File: src/rtl/sprite_fetch_sequencer_pkg.sv
// Shared constants for the sprite pattern fetch: FSM states, step numbering,
// sprite state word layout and word/bit helpers.
package ppu_spr_pkg;

    typedef logic [0:0] spr_state_t;

    localparam spr_state_t ST_IDLE  = 1'b0;
    localparam spr_state_t ST_FETCH = 1'b1;

    localparam logic [2:0] STEP_ADDR = 3'd0;
    localparam logic [2:0] STEP_Y    = 3'd1;
    localparam logic [2:0] STEP_TILE = 3'd2;
    localparam logic [2:0] STEP_ATTR = 3'd3;
    localparam logic [2:0] STEP_X    = 3'd4;
    localparam logic [2:0] STEP_LO   = 3'd5;
    localparam logic [2:0] STEP_HI   = 3'd6;
    localparam logic [2:0] STEP_LOAD = 3'd7;

    localparam int SPR_W      = 27;
    localparam int OFS_PAT_LO = 0;
    localparam int OFS_PAT_HI = 8;
    localparam int OFS_PAL    = 16;
    localparam int OFS_PRI    = 18;
    localparam int OFS_X      = 19;

    localparam logic [3:0] LOAD_ALL = 4'b1111;

    function automatic logic [7:0] bit_rev8(input logic [7:0] b);
        logic [7:0] r;
        for (int i = 0; i < 8; i++) r[i] = b[7-i];
        return r;
    endfunction

    function automatic logic [SPR_W-1:0] pack_word(input logic [7:0] x,
                                                   input logic       pri,
                                                   input logic [1:0] pal,
                                                   input logic [7:0] hi,
                                                   input logic [7:0] lo);
        logic [SPR_W-1:0] w;
        w = '0;
        w[OFS_X +: 8]      = x;
        w[OFS_PRI]         = pri;
        w[OFS_PAL +: 2]    = pal;
        w[OFS_PAT_HI +: 8] = hi;
        w[OFS_PAT_LO +: 8] = lo;
        return w;
    endfunction

endpackage

File: src/rtl/sprite_fetch_sequencer_if.sv
// Timing inputs, secondary-OAM / VRAM read buses and sprite-set load port
// of the sprite fetch sequencer.
interface sprite_fetch_sequencer_if;

    logic        ce;
    logic        rendering;
    logic [8:0]  cycle;
    logic [8:0]  scanline;
    logic        obj_size;
    logic        obj_patt;
    logic [3:0]  spr_count;
    logic [4:0]  soam_addr;
    logic [7:0]  soam_data;
    logic [13:0] vram_addr;
    logic        vram_rd;
    logic [7:0]  vram_data;
    logic [3:0]  spr_load;
    logic [26:0] spr_load_in;
    logic        spr_enable;
    logic        fetch_active;

    modport master (
        input  ce, rendering, cycle, scanline, obj_size, obj_patt, spr_count,
        input  soam_data, vram_data,
        output soam_addr, vram_addr, vram_rd, spr_load, spr_load_in,
        output spr_enable, fetch_active
    );

    modport slave (
        output ce, rendering, cycle, scanline, obj_size, obj_patt, spr_count,
        output soam_data, vram_data,
        input  soam_addr, vram_addr, vram_rd, spr_load, spr_load_in,
        input  spr_enable, fetch_active
    );

endinterface

File: src/rtl/sprite_fetch_sequencer_addr.sv
// Pattern-table address for one sprite plane: sprite row within the tile
// (with vertical flip) folded into the 8x8 or 8x16 address layout.
module spr_pattern_addr (
    input  logic [3:0]  line_lo,
    input  logic [3:0]  y_lo,
    input  logic [7:0]  tile,
    input  logic        vflip,
    input  logic        obj_size,
    input  logic        obj_patt,
    input  logic        plane,
    output logic [13:0] addr
);

    logic [3:0] row;

    // Only the low nibble of (scanline - Y) can reach the address, so the
    // subtraction is done at 4 bits; the borrow out of bit 3 is irrelevant.
    always_comb begin
        row = line_lo - y_lo;
        if (vflip) row = row ^ (obj_size ? 4'hF : 4'h7);
        if (obj_size) addr = {1'b0, tile[0], tile[7:1], row[3], plane, row[2:0]};
        else          addr = {1'b0, obj_patt, tile, plane, row[2:0]};
    end

endmodule

File: src/rtl/sprite_fetch_sequencer.sv
// Sprite pattern fetch for dots 257-320: eight slots of secondary-OAM reads,
// two pattern reads each, then one load of the assembled word into the sprite set.
module sprite_fetch_sequencer
    import ppu_spr_pkg::*;
(
    input  logic                            clk,
    input  logic                            reset,
    sprite_fetch_sequencer_if.master        bus
);

    spr_state_t  state;
    logic [2:0]  slot;
    logic [2:0]  step;
    logic [3:0]  eff_count;

    logic [3:0]  y_r;
    logic [7:0]  tile_r;
    logic [7:0]  x_r;
    logic [7:0]  lo_r;
    logic [7:0]  hi_r;
    logic        vflip_r;
    logic        hflip_r;
    logic        pri_r;
    logic [1:0]  pal_r;

    logic        trigger;
    logic        slot_empty;
    logic        plane;
    logic [13:0] pat_addr;
    logic [7:0]  lo_out;
    logic [7:0]  hi_out;

    assign trigger    = bus.rendering && (bus.cycle == 9'd257) &&
                        ((bus.scanline < 9'd240) || (bus.scanline == 9'd261));
    assign slot_empty = ({1'b0, slot} >= eff_count);
    assign plane      = (step == STEP_LO);
    assign lo_out     = hflip_r ? bit_rev8(lo_r) : lo_r;
    assign hi_out     = hflip_r ? bit_rev8(hi_r) : hi_r;

    assign bus.fetch_active = (state == ST_FETCH);

    spr_pattern_addr u_pattern_addr (
        .line_lo  (bus.scanline[3:0]),
        .y_lo     (y_r),
        .tile     (tile_r),
        .vflip    (vflip_r),
        .obj_size (bus.obj_size),
        .obj_patt (bus.obj_patt),
        .plane    (plane),
        .addr     (pat_addr)
    );

    always_ff @(posedge clk) begin
        if (reset) begin
            state           <= ST_IDLE;
            slot            <= 3'd0;
            step            <= 3'd0;
            eff_count       <= 4'd0;
            bus.soam_addr   <= 5'd0;
            bus.vram_addr   <= 14'd0;
            bus.vram_rd     <= 1'b0;
            bus.spr_load    <= 4'd0;
            bus.spr_load_in <= '0;
            bus.spr_enable  <= 1'b0;
        end else if (bus.ce) begin
            bus.spr_enable <= bus.rendering && (bus.scanline < 9'd240) &&
                              (bus.cycle >= 9'd1) && (bus.cycle <= 9'd256);
            bus.spr_load   <= 4'd0;
            bus.vram_rd    <= 1'b0;
            if (state == ST_IDLE) begin
                // The trigger dot is itself step 0 of slot 0.
                if (trigger) begin
                    state         <= ST_FETCH;
                    slot          <= 3'd0;
                    step          <= STEP_Y;
                    eff_count     <= (bus.scanline == 9'd261) ? 4'd0 : bus.spr_count;
                    bus.soam_addr <= 5'd0;
                end
            end else if (!bus.rendering) begin
                state <= ST_IDLE;
            end else begin
                step <= step + 3'd1;
                case (step)
                    STEP_ADDR, STEP_Y, STEP_TILE, STEP_ATTR:
                        bus.soam_addr <= {slot, step[1:0]};
                    STEP_X, STEP_LO: begin
                        bus.vram_addr <= pat_addr;
                        bus.vram_rd   <= 1'b1;
                    end
                    STEP_LOAD: begin
                        bus.spr_load    <= LOAD_ALL;
                        bus.spr_load_in <= pack_word(x_r, pri_r, pal_r, hi_out, lo_out);
                        slot            <= slot + 3'd1;
                        if (slot == 3'd7) state <= ST_IDLE;
                    end
                    default: ;
                endcase
            end
        end
    end

    // Per-slot capture registers; empty slots are forced to a transparent sprite.
    always_ff @(posedge clk) begin
        if (bus.ce && (state == ST_FETCH)) begin
            case (step)
                STEP_Y:    y_r    <= bus.soam_data[3:0];
                STEP_TILE: tile_r <= slot_empty ? 8'hFF : bus.soam_data;
                STEP_ATTR: begin
                    vflip_r <= !slot_empty && bus.soam_data[7];
                    hflip_r <= !slot_empty && bus.soam_data[6];
                    pri_r   <= !slot_empty && bus.soam_data[5];
                    pal_r   <= slot_empty ? 2'd0 : bus.soam_data[1:0];
                end
                STEP_X:    x_r  <= slot_empty ? 8'hFF : bus.soam_data;
                STEP_LO:   lo_r <= slot_empty ? 8'h00 : bus.vram_data;
                STEP_HI:   hi_r <= slot_empty ? 8'h00 : bus.vram_data;
                default: ;
            endcase
        end
    end

endmodule

File: src/flat_wrapper.sv
// flat-port wrapper written by rule: the top's interface ports become plain ports
module sprite_fetch_sequencer_flat import ppu_spr_pkg::*;
  (clk, reset, bus_ce, bus_rendering, bus_cycle, bus_scanline, bus_obj_size, bus_obj_patt, bus_spr_count, bus_soam_data, bus_vram_data, bus_soam_addr, bus_vram_addr, bus_vram_rd, bus_spr_load, bus_spr_load_in, bus_spr_enable, bus_fetch_active);
  sprite_fetch_sequencer_if bus_i ();
  input  logic clk;
  input  logic reset;
  input wire logic [$bits(bus_i.ce)-1:0] bus_ce;
  input wire logic [$bits(bus_i.rendering)-1:0] bus_rendering;
  input wire logic [$bits(bus_i.cycle)-1:0] bus_cycle;
  input wire logic [$bits(bus_i.scanline)-1:0] bus_scanline;
  input wire logic [$bits(bus_i.obj_size)-1:0] bus_obj_size;
  input wire logic [$bits(bus_i.obj_patt)-1:0] bus_obj_patt;
  input wire logic [$bits(bus_i.spr_count)-1:0] bus_spr_count;
  input wire logic [$bits(bus_i.soam_data)-1:0] bus_soam_data;
  input wire logic [$bits(bus_i.vram_data)-1:0] bus_vram_data;
  output wire logic [$bits(bus_i.soam_addr)-1:0] bus_soam_addr;
  output wire logic [$bits(bus_i.vram_addr)-1:0] bus_vram_addr;
  output wire logic [$bits(bus_i.vram_rd)-1:0] bus_vram_rd;
  output wire logic [$bits(bus_i.spr_load)-1:0] bus_spr_load;
  output wire logic [$bits(bus_i.spr_load_in)-1:0] bus_spr_load_in;
  output wire logic [$bits(bus_i.spr_enable)-1:0] bus_spr_enable;
  output wire logic [$bits(bus_i.fetch_active)-1:0] bus_fetch_active;
  assign bus_i.ce = bus_ce;
  assign bus_i.rendering = bus_rendering;
  assign bus_i.cycle = bus_cycle;
  assign bus_i.scanline = bus_scanline;
  assign bus_i.obj_size = bus_obj_size;
  assign bus_i.obj_patt = bus_obj_patt;
  assign bus_i.spr_count = bus_spr_count;
  assign bus_i.soam_data = bus_soam_data;
  assign bus_i.vram_data = bus_vram_data;
  assign bus_soam_addr = bus_i.soam_addr;
  assign bus_vram_addr = bus_i.vram_addr;
  assign bus_vram_rd = bus_i.vram_rd;
  assign bus_spr_load = bus_i.spr_load;
  assign bus_spr_load_in = bus_i.spr_load_in;
  assign bus_spr_enable = bus_i.spr_enable;
  assign bus_fetch_active = bus_i.fetch_active;
  sprite_fetch_sequencer u_core (.clk(clk), .reset(reset), .bus(bus_i));
endmodule
File: config.mk
export PLATFORM = sky130hd
export DESIGN_NAME = sprite_fetch_sequencer_flat
export DESIGN_NICKNAME = d
export VERILOG_FILES = /design/src/rtl/sprite_fetch_sequencer_pkg.sv /design/src/rtl/sprite_fetch_sequencer_if.sv /design/src/rtl/sprite_fetch_sequencer_addr.sv /design/src/rtl/sprite_fetch_sequencer.sv /design/src/flat_wrapper.sv
export SDC_FILE = /design/constraint.sdc
export NUM_CORES = 1
export LEC_CHECK = 0
export ABC_AREA = 1
export BUFFER_PORTS_ARGS = -buffer_cell sky130_fd_sc_hd__buf_2
export CAP_MARGIN = 10
export CORE_ASPECT_RATIO = 0.6
export CORE_MARGIN = 3
export CORE_UTILIZATION = 45
export CTS_CLUSTER_SIZE = 14
export DETAILED_ROUTE_END_ITERATION = 10
export GPL_TIMING_DRIVEN = 0
export PLACE_DENSITY_LB_ADDON = 0.12
export SYNTH_ARGS = -nofsm -noshare
export SYNTH_HDL_FRONTEND = slang
export SYNTH_SLANG_ARGS = --single-unit
File: constraint.sdc
create_clock -name clk -period 3.6 [get_ports clk]
set_input_delay 0.18 -clock clk [delete_from_list [all_inputs] [get_ports clk]]
set_output_delay 0.18 -clock clk [all_outputs]
set_load 0.05 [all_outputs]
==> metrics, run 1 <==
Post-CTS Resized 0; antenna-violating nets left 0; WP data arrival 2.04 ns; Worst EP required 3.66 ns; worst-skew pair later-pin latency 0.34 ns; wire per inst 15.2 µm; Yosys reg bits 100; MaxCap Viol Count 0; Global Route Usage Sum 21.1%; GRT overflow 0; top sig layer met4; FFs w/ async S/R, synth 0%; Syn Nets 553; first-pass GRT wire length 17.7 mm; Die Y 81.9 µm; Num CTS Buffers 9; crit path from u_core.slot[1]; CP max-delay cell clkbuf_1; count leader, synth nor2_1; Worst R2R End u_core.lo_r[0]; largest net degree at the start of global routing 16; critical path class reg2reg; number of unique standard cell types used by synthesis 31; Mean Syn Cell Area 8.74 µm²; CP Capture Type flip-flop; Final Hold Fails 0; reg2reg path depth 7; Max stage delay on crit path 0.44 ns; top_reg_cell synth dfxtp_1; Detail Placement HPWL 8.45 mm; final worst setup slack 1.62 ns; cell area power density 432 nW/µm²; I/O pin cnt 97; Root Driver clkbuf_16; Reg2Reg Setup Slack 1.62 ns; Peak Freq 0.505 GHz; Worst R2R Start u_core.slot[1]; GP Congestion 0.839; worst-case clock buffer depth 2; Post-Route WL 11.1 mm; H-tree depth 3; initial antenna violation count 0; core area 8910 µm²; Worst-path clk slew 0.06 ns; area grow syn2layout 22.1%; Synthesis Warnings 0; CTS sink cnt 100; status complete, no violations; Setup crit end u_core.lo_r[0]; CP startpoint kind flip-flop; worst-path fanout max 10; worst-margin pin slew 0.790 ns; hold path cells 1; clk_skew 0.00579 ns; layout cells sized above 1 22.0%; RSZ-0062 raised after global routing no; Die Wd 132 µm; area of the mapped netlist 4320 µm²; number of diodes 0; most frequent CP cell nor2_1; routed wl met3 769 µm; IO buf count 94; VDD IR max 0.268 mV; fin nets 658; Slew HR 47.0%; sequence of cells on the critical path ha_1 > inv_1 > nor2_1 > o211ai_1 > nand3_1 > clkbuf_1 > nor2_1; CTS tree yes; Final period util 55.0%; vias in the first global route 3485; # rows 26; register area share after synthesis 55.9%; DRT Pass-1 Iters 5; Hold Crit Class in2reg; filler cell count 852; top cells by area, synth edfxtp_1, dfxtp_1, nor2_1, a21oi_1, inv_1; Starting DRT DRC Count 181; Final setup viols 0; total setup buffers inserted after CTS 0; pre-CTS setup slack 1.39 ns; number of synthesized flops with an enable pin 41; Tmin final 1.98 ns; post-synth top area cell edfxtp_1; met1 wire length 5.70 mm; Slew Viols, Final 0; total design power 2270 µW; Routed met2 length 4.51 mm; Cells after Synth 494; setup_tns 0 ns; DR vias 3612; P_leak 0.00244 µW; most common library cells after synthesis nor2_1, inv_1, nand2_1; drt via density 4.95; DRC Markers 0; DIE AREA 10800 µm²; Starting Density 48.4%; cts hold-fix bufs 0; area share of the leading cell type in the synthesized netlist 28.5%
-- power by group --
part	switching (µW)	internal (µW)
Sequential	0.132	1170
Combinational	48.1	32.0
Clock	397	627
Total	445	1830
-- area by class of cell --
| cell class | instances | area, µm² | share of cell area, % |
|---|---|---|---|
| multi-input cells | 301 | 1530 | 29.1 |
| inverters | 69 | 259 | 4.91 |
| plain buffers | 24 | 120 | 2.28 |
| clock inverters | 4 | 72.6 | 1.38 |
| flip-flops and latches | 100 | 2410 | 45.8 |
| repair buffers | 94 | 470 | 8.93 |
| clock buffers | 12 | 246 | 4.68 |
| well taps | 126 | 158 | 2.99 |
-- cell usage in the layout, fill, tap and decap left out, drive strengths merged, types with 2 or more instances in the layout --
cell,count
edfxtp,41
or2,4
dfxtp,59
inv,69
bufinv,2
a21oi,54
nand2,61
o21ai,44
clkbuf,25
nor3,2
nand3,13
buf,105
xnor2,3
nor2,88
nand4,8
xor2,3
ha,14
-- cell families (layout without fill, tap and decap cells) --
group,Yosys count,in the layout,synth area share [%]
AO/OA/AOI/OAI,102,102,12.0
other,1,1,0.0868
flip-flops,100,100,55.9
XOR/XNOR,6,6,1.22
AND/OR/NAND/NOR,177,177,17.5
adder cells (fa/ha/maj),15,15,4.52
buffers and inverters,93,203,8.78
-- worst max-delay path: cells and delay by family, from the launching register on --
family          cells  cell delay, ns
fa+ha+maj           1            0.31
simple gates        3            0.47
flops               1            0.36
buf+inv             2            0.49
compound gates      1            0.08
-- sequential cells by signal, summed over array words and instances (netlist names) --
register                 count
u_core.bus.spr_enable        1
u_core.eff_count             4
u_core.hflip_r               1
u_core.pri_r                 1
u_core.bus.spr_load          1
u_core.tile_r                8
u_core.slot                  3
u_core.pal_r                 2
u_core.step                  3
u_core.bus.vram_addr        13
u_core.y_r                   4
u_core.x_r                   8
u_core.lo_r                  8
u_core.bus.soam_addr         5
u_core.bus.spr_load_in      27
u_core.vflip_r               1
u_core.hi_r                  8
u_core.bus.vram_rd           1
u_core.bus.fetch_active      1
-- routing by layer --
layer,GRT usage [%],vias to the layer above
met5,0,-
met4,5.29,0
met3,5.32,9
met2,31.6,105
met1,30.8,1695
li1,-,1803
-- how the worst min path moves through the flow --
| stage | end | slack [ns] | from |
|---|---|---|---|
| 2_1_floorplan | u_core.y_r[0] | 0.28 | bus_soam_data[0] |
| 3_3_place_gp | u_core.y_r[2] | 0.39 | bus_soam_data[2] |
| 3_5_place_dp | u_core.y_r[2] | 0.39 | bus_soam_data[2] |
| 4_1_cts | u_core.y_r[2] | 0.03 | bus_soam_data[2] |
| 5_1_grt | u_core.y_r[0] | 0.03 | bus_soam_data[0] |
| 6_report | u_core.y_r[2] | 0.04 | bus_soam_data[2] |
-- stage by stage --
| step | utilization, % | cell area (µm²) | hold WS, ns | instances |
|---|---|---|---|---|
| 5_1_grt | 59.1 | 5270 | 0.0266 | 730 |
| 2_1_floorplan | - | 4320 | 0.279 | 494 |
| 3_5_place_dp | 55.5 | 4950 | 0.386 | 714 |
| 3_3_place_gp | 55.5 | 4950 | 0.386 | 714 |
| 4_1_cts | 59.1 | 5270 | 0.0308 | 730 |
| 6_report | 59.1 | 5270 | 0.0352 | 730 |
Power figures use the tool's default switching activity.
==> run 2: changes to the inputs <==
Settings changed: ABC_AREA 1 to 0.
Clock period 3.6 ns to 1.9 ns, I/O delays scaled along.
==> metrics, run 2 <==
area of the mapped netlist 4240 µm² (-1.9%); Post-Route WL 10.2 mm (-8.1%); CTS tree yes; worst-margin pin slew 0.687 ns (-0.104 ns); Cells after Synth 398 (-19%); most common library cells after synthesis dfxtp_1, nand2_1, edfxtp_1; filler cell count 758 (-11%); critical path class reg2reg; fin nets 570 (-13%); Peak Freq 0.542 GHz (+7.2%); DP Cell Count 617 (-14%); multi-input logic area 1720 µm² (+12%); Tmin final 1.85 ns (-0.133 ns); final worst setup slack 0.0533 ns (-1.57 ns); Syn Nets 457 (-17%); Num CTS Buffers 9 (unchanged); Mean Syn Cell Area 10.6 µm² (+22%); H-tree depth 3 (unchanged); CP startpoint kind flip-flop; Slew Viols, Final 0 (unchanged); Routed met2 length 4.33 mm (-4.0%); drt via density 5.09 (+2.8%); max FFs per register 27 (unchanged); sequence of cells on the critical path inv_1 > ha_1 > nand2b_4 > a21o_1 > a21oi_2 > nor2_4 > clkbuf_2 > nor2b_1; Root Driver clkbuf_16; VDD IR max 0.495 mV (+84%); routed wl met3 689 µm (-10%); CP top delay family simple AND/OR/NAND/NOR gates; most common cell after layout, fill and taps aside buf_2; Max stage delay on crit path 0.33 ns (-0.11 ns); CP Capture Type flip-flop; Detail Placement HPWL 7.31 mm (-13%); first-pass GRT wire length 16.3 mm (-8.2%); Hold Crit Class in2reg; area share of the leading cell type in the synthesized netlist 29.1% (+0.54 points); worst-skew pair later-pin latency 0.34 ns (about the same); vias in the first global route 3174 (-8.9%); WP data arrival 2.01 ns (-0.03 ns); DIE AREA 10700 µm² (-1.7%); Die Wd 131 µm (-0.89%); wire per inst 15.9 µm (+4.5%); worst-path fanout max 10 (unchanged); number of unique standard cell types used by synthesis 47 (+52%); # rows 26 (unchanged); number of synthesized flops with an enable pin 41 (unchanged); Sequential Area 2420 µm² (+0.16%); layout cells sized above 1 29.7% (+7.6 points); top cells by area, synth edfxtp_1, dfxtp_1, nand2_1, ha_1, mux2i_1; Final setup viols 0 (unchanged); post-synth top area cell edfxtp_1; Global Route Usage Sum 19.6% (-1.5 points); CP max-delay cell dfxtp_2; Final Hold Fails 0 (unchanged); Worst EP required 2.06 ns (-1.60 ns); met1 wire length 5.05 mm (-12%); I/O pin cnt 97 (unchanged); Top Registers u_core.bus.spr_load_in: 27 flops, u_core.bus.vram_addr: 13 flops; core area 8820 µm² (-1.1%); Slew HR 54.2% (+7.2 points); top sig layer met4; Worst-path clk slew 0.07 ns (about the same); antenna-violating nets left 0 (unchanged); top_reg_cell synth dfxtp_1; pre-CTS setup slack -0.316 ns (-1.71 ns); Starting DRT DRC Count 188 (+3.9%); number of diodes 0 (unchanged); Starting Density 48.1% (-0.37 points); area grow syn2layout 26.5%; DR vias 3267 (-9.6%); initial antenna violation count 0 (unchanged); DRC Markers 0 (unchanged); setup_tns 0 ns (unchanged); most frequent cells in the layout buf_2, nand2_1, dfxtp_1; count leader, synth dfxtp_1; Yosys reg bits 100 (unchanged); Final period util 97.2% (+42 points); worst-case clock buffer depth 2 (unchanged); cell area power density 780 nW/µm² (+81%); DRT Pass-1 Iters 4 (-1); FFs w/ async S/R, synth 0% (unchanged); RSZ-0062 raised after global routing yes; Synthesis Warnings 0 (unchanged); P_leak 0.00214 µW (-12%); fin cells 642 (-12%); Die Y 81.2 µm (-0.86%); register area share after synthesis 56.9% (+1.1 points); clk_skew 0.0106 ns (+0.00481 ns); GRT overflow 0 (unchanged); MaxCap Viol Count 0 (unchanged); Final Util 60.8% (+1.7 points); most flop-heavy register u_core.bus.spr_load_in; status complete, no violations; largest net degree at the start of global routing 17 (+1); CTS sink cnt 100 (unchanged); GP Congestion 0.754 (-10%); IO buf count 93 (-1.1%); WP buf/inv 2 (unchanged); total design power 4180 µW (+84%)
[run 2: cells by family after synthesis]
kind of cell    count (synthesis)  share of synthesized area, %
fa+ha+maj                      15                          4.61
mux                            18                          4.28
other cells                     1                        0.0885
buf+inv                        40                          4.13
xor+xnor                        7                          1.45
simple gates                  143                          16.7
compound gates                 74                          11.8
flops                         100                          56.9
[run 2: path summary, 6_finish.rpt]
check             slack (ns)                       start  cells past startpoint                         end
setup / recovery        0.05              u_core.slot[0]                      8              u_core.hi_r[2]
hold / removal          0.01            bus_spr_count[1]                      3         u_core.eff_count[1]
setup reg to reg        0.05              u_core.slot[0]                      8              u_core.hi_r[2]
hold reg to reg         0.45  u_core.bus.spr_load_in[18]                      2  u_core.bus.spr_load_in[18]
[run 2: worst register-to-register path: cells and delay by family, from the launching register on]
family / cells / cell delay (ns)
buf+inv: 2 / 0.26
compound gates: 2 / 0.34
simple gates: 3 / 0.47
flops: 1 / 0.33
fa+ha+maj: 1 / 0.26
[run 2: timing repair]
item,4_1_cts,5_1_grt
buffers inserted,1,2
pin swaps,0,6
setup endpoints to repair,71,58
hold buffers,6,0
resized for setup,15,23
endpoints found under the hold margin,6,0
cloned,0,1
[run 2: layout make-up]
cell class	count	share of cell area (%)
plain buffers	28	2.92
repair buffers	103	10.7
multi-input cells	258	32.0
well taps	126	2.94
flip-flops and latches	100	45.1
clock inverters	3	0.350
clock buffers	13	5.27
inverters	11	0.770
[run 2: where the power goes]
part | switching [µW] | total (µW) | internal [µW] | leakage, µW
Clock | 771 | 1820 | 1050 | 0.000150
Combinational | 81.8 | 148 | 66.3 | 0.00115
Sequential | 0.243 | 2220 | 2220 | 0.000846
[run 2: metrics by stage]
stage / cell area (µm²) / hold slack [ns]
2_1_floorplan: 4240 / 0.194
3_3_place_gp: 4860 / 0.322
3_5_place_dp: 4860 / 0.322
4_1_cts: 5270 / 0.00198
5_1_grt: 5360 / 0.0172
6_report: 5360 / 0.0135
[run 2: per-layer routing]
layer,vias to the layer above,global-route usage [%]
li1,1613,-
met1,1550,27.2
met2,94,30.4
met3,10,5.26
met4,0,6.29
met5,-,0
==> run 3: changes to the inputs <==
Settings changed: CORE_ASPECT_RATIO 0.6 to 1.1.
==> metrics, run 3 (synthesis gave the netlist of run 2 again) <==
most frequent cells in the layout buf_2, dfxtp_1, nand2_1; worst-skew pair later-pin latency 0.37 ns (+0.03 ns); Starting Density 47.0% (-1.0 points); Die Wd 98.5 µm (-25%); area grow syn2layout 24.1%; Worst R2R Start u_core.y_r[1]; first-pass GRT wire length 15.2 mm (-6.5%); CP top delay family compound AO/OA/AOI/OAI gates; Max stage delay on crit path 0.39 ns (+0.06 ns); DIE AREA 10600 µm² (-0.35%); status complete, no violations; Starting DRT DRC Count 79 (-58%); worst-margin pin slew 0.715 ns (+0.0283 ns); max FFs per register 27 (unchanged); WP buf/inv 1 (-1); final worst setup slack 0.0899 ns (+0.0366 ns); DR vias 3255 (-0.37%); Peak Freq 0.552 GHz (+2.0%); CP max-delay cell edfxtp_1; Slew HR 52.1% (-2.1 points); setup_tns 0 ns (unchanged); vias in the first global route 3131 (-1.4%); HP Start bus_soam_data[4]; drt via density 5.13 (+0.73%); CP Capture Type flip-flop; wire per inst 15.2 µm (-4.0%); Tmin final 1.81 ns (-0.0366 ns); Global Route Usage Sum 18.3% (-1.3 points); GP Congestion 0.793 (+5.1%); fin nets 575 (+0.88%); Die Y 108 µm (+33%); CTS sink cnt 100 (unchanged); Worst R2R End u_core.bus.vram_addr[4]; Worst-path clk slew 0.10 ns (+0.03 ns); CP startpoint kind flip-flop; cell area power density 694 nW/µm² (-11%); reg2reg path depth 7 (-1); hold path cells 2 (-1); layout cells sized above 1 29.8% (+0.099 points); largest net degree at the start of global routing 19 (+2); Detail Placement HPWL 7.10 mm (-3.0%); number of diodes 0 (unchanged); hold worst-path end u_core.tile_r[4]; DRT Pass-1 Iters 4 (unchanged); critical path class reg2reg; sequence of cells on the critical path inv_2 > ha_1 > nor2b_1 > o21a_1 > or3_1 > a311o_1 > a21oi_1; antenna-violating nets left 0 (unchanged); Top Registers u_core.bus.spr_load_in: 27 flops, u_core.bus.vram_addr: 13 flops; initial antenna violation count 0 (unchanged); Post-Route WL 9.67 mm (-5.1%); core area 9010 µm² (+2.2%); Root Driver clkbuf_8; P_leak 0.00210 µW (-1.8%); GRT overflow 0 (unchanged); H-tree depth 3 (unchanged); DRC Markers 0 (unchanged); clk_skew 0.00995 ns (-0.000651 ns); Final period util 95.3% (-1.9 points); Num CTS Buffers 9 (unchanged); VDD IR max 0.312 mV (-37%); # rows 36 (+38%); Hold Crit Class in2reg; pre-CTS setup slack -0.298 ns (+0.0179 ns); most flop-heavy register u_core.bus.spr_load_in; worst-path fanout max 2 (-8); MaxCap Viol Count 0 (unchanged); Slew Viols, Final 0 (unchanged); IO buf count 93 (unchanged); WP data arrival 2.11 ns (+0.10 ns); Reg2Reg Setup Slack 0.09 ns (+0.04 ns); most common cell after layout, fill and taps aside buf_2; worst-case clock buffer depth 2 (unchanged); CTS tree yes; fin cells 635 (-1.1%); Final Hold Fails 0 (unchanged); DP Cell Count 605 (-1.9%); I/O pin cnt 97 (unchanged); Worst EP required 2.20 ns (+0.14 ns); Final setup viols 0 (unchanged)
## run 3: changes by cell type in the layout (fill, tap and decap cells not counted), sizes merged
| cell | delta |
|---|---|
| clkbuf | -5 |
| buf | +4 |
| inv | +3 |
| dlygate4sd3 | +2 |
| clkinvlp | +1 |
## run 3: how the worst max path moves through the flow
| stage | startpoint | cells past startpoint | end | slack, ns |
|---|---|---|---|---|
| after floorplan | u_core.slot[0] | 8 | u_core.tile_r[0] | 0.08 |
| after global placement | u_core.step[1] | 7 | u_core.bus.soam_addr[3] | -0.22 |
| after detailed placement | u_core.step[1] | 7 | u_core.bus.soam_addr[2] | -0.30 |
| after CTS | u_core.y_r[1] | 7 | u_core.bus.vram_addr[4] | 0.02 |
| after global routing | u_core.slot[0] | 8 | u_core.x_r[7] | -0.009 |
| final | u_core.y_r[1] | 7 | u_core.bus.vram_addr[4] | 0.09 |
## run 3: layout make-up
| type | instances | area (µm²) |
|---|---|---|
| Inverter | 11 | 41.3 |
| Clock buffer | 9 | 124 |
| Timing Repair Buffer | 108 | 616 |
| Sequential cell | 100 | 2410 |
| Clock inverter | 7 | 57.6 |
| Buffer | 28 | 151 |
| Fill cell | 821 | 3750 |
| Tap cell | 114 | 143 |
| Multi-Input combinational cell | 258 | 1710 |
## run 3: where the power goes
group / switching (µW) / leakage, µW / internal, µW
Sequential: 0.258 / 0.000846 / 2220
Clock: 789 / 0.0000898 / 496
Combinational: 80.7 / 0.00117 / 69.0
## run 3: layer usage
layer	up-vias	global-route usage, %	share of wire, %
li1	1624	-	-
met1	1529	22.7	42
met2	88	31.6	50
met3	14	3.31	5.9
met4	0	7.12	2.0
met5	-	0	0
## run 3: through the flow
stage	area, µm²	util [%]	hold slack [ns]	total power, µW
after floorplan	4240	-	0.194	2330
after global placement	4850	53.8	0.317	2400
after detailed placement	4850	53.8	0.311	2400
after CTS	5140	57.1	0.00881	3670
after global routing	5260	58.4	0.00663	3770
final	5260	58.4	0.0174	3650
## run 3: what timing repair did
item	CTS	global route
endpoints found under the hold margin	8	0
endpoints found under the setup margin	77	49
gates resized for setup	13	20
hold buffers	8	0
gates cloned	0	1
pin swaps	0	7
setup buffers	1	5
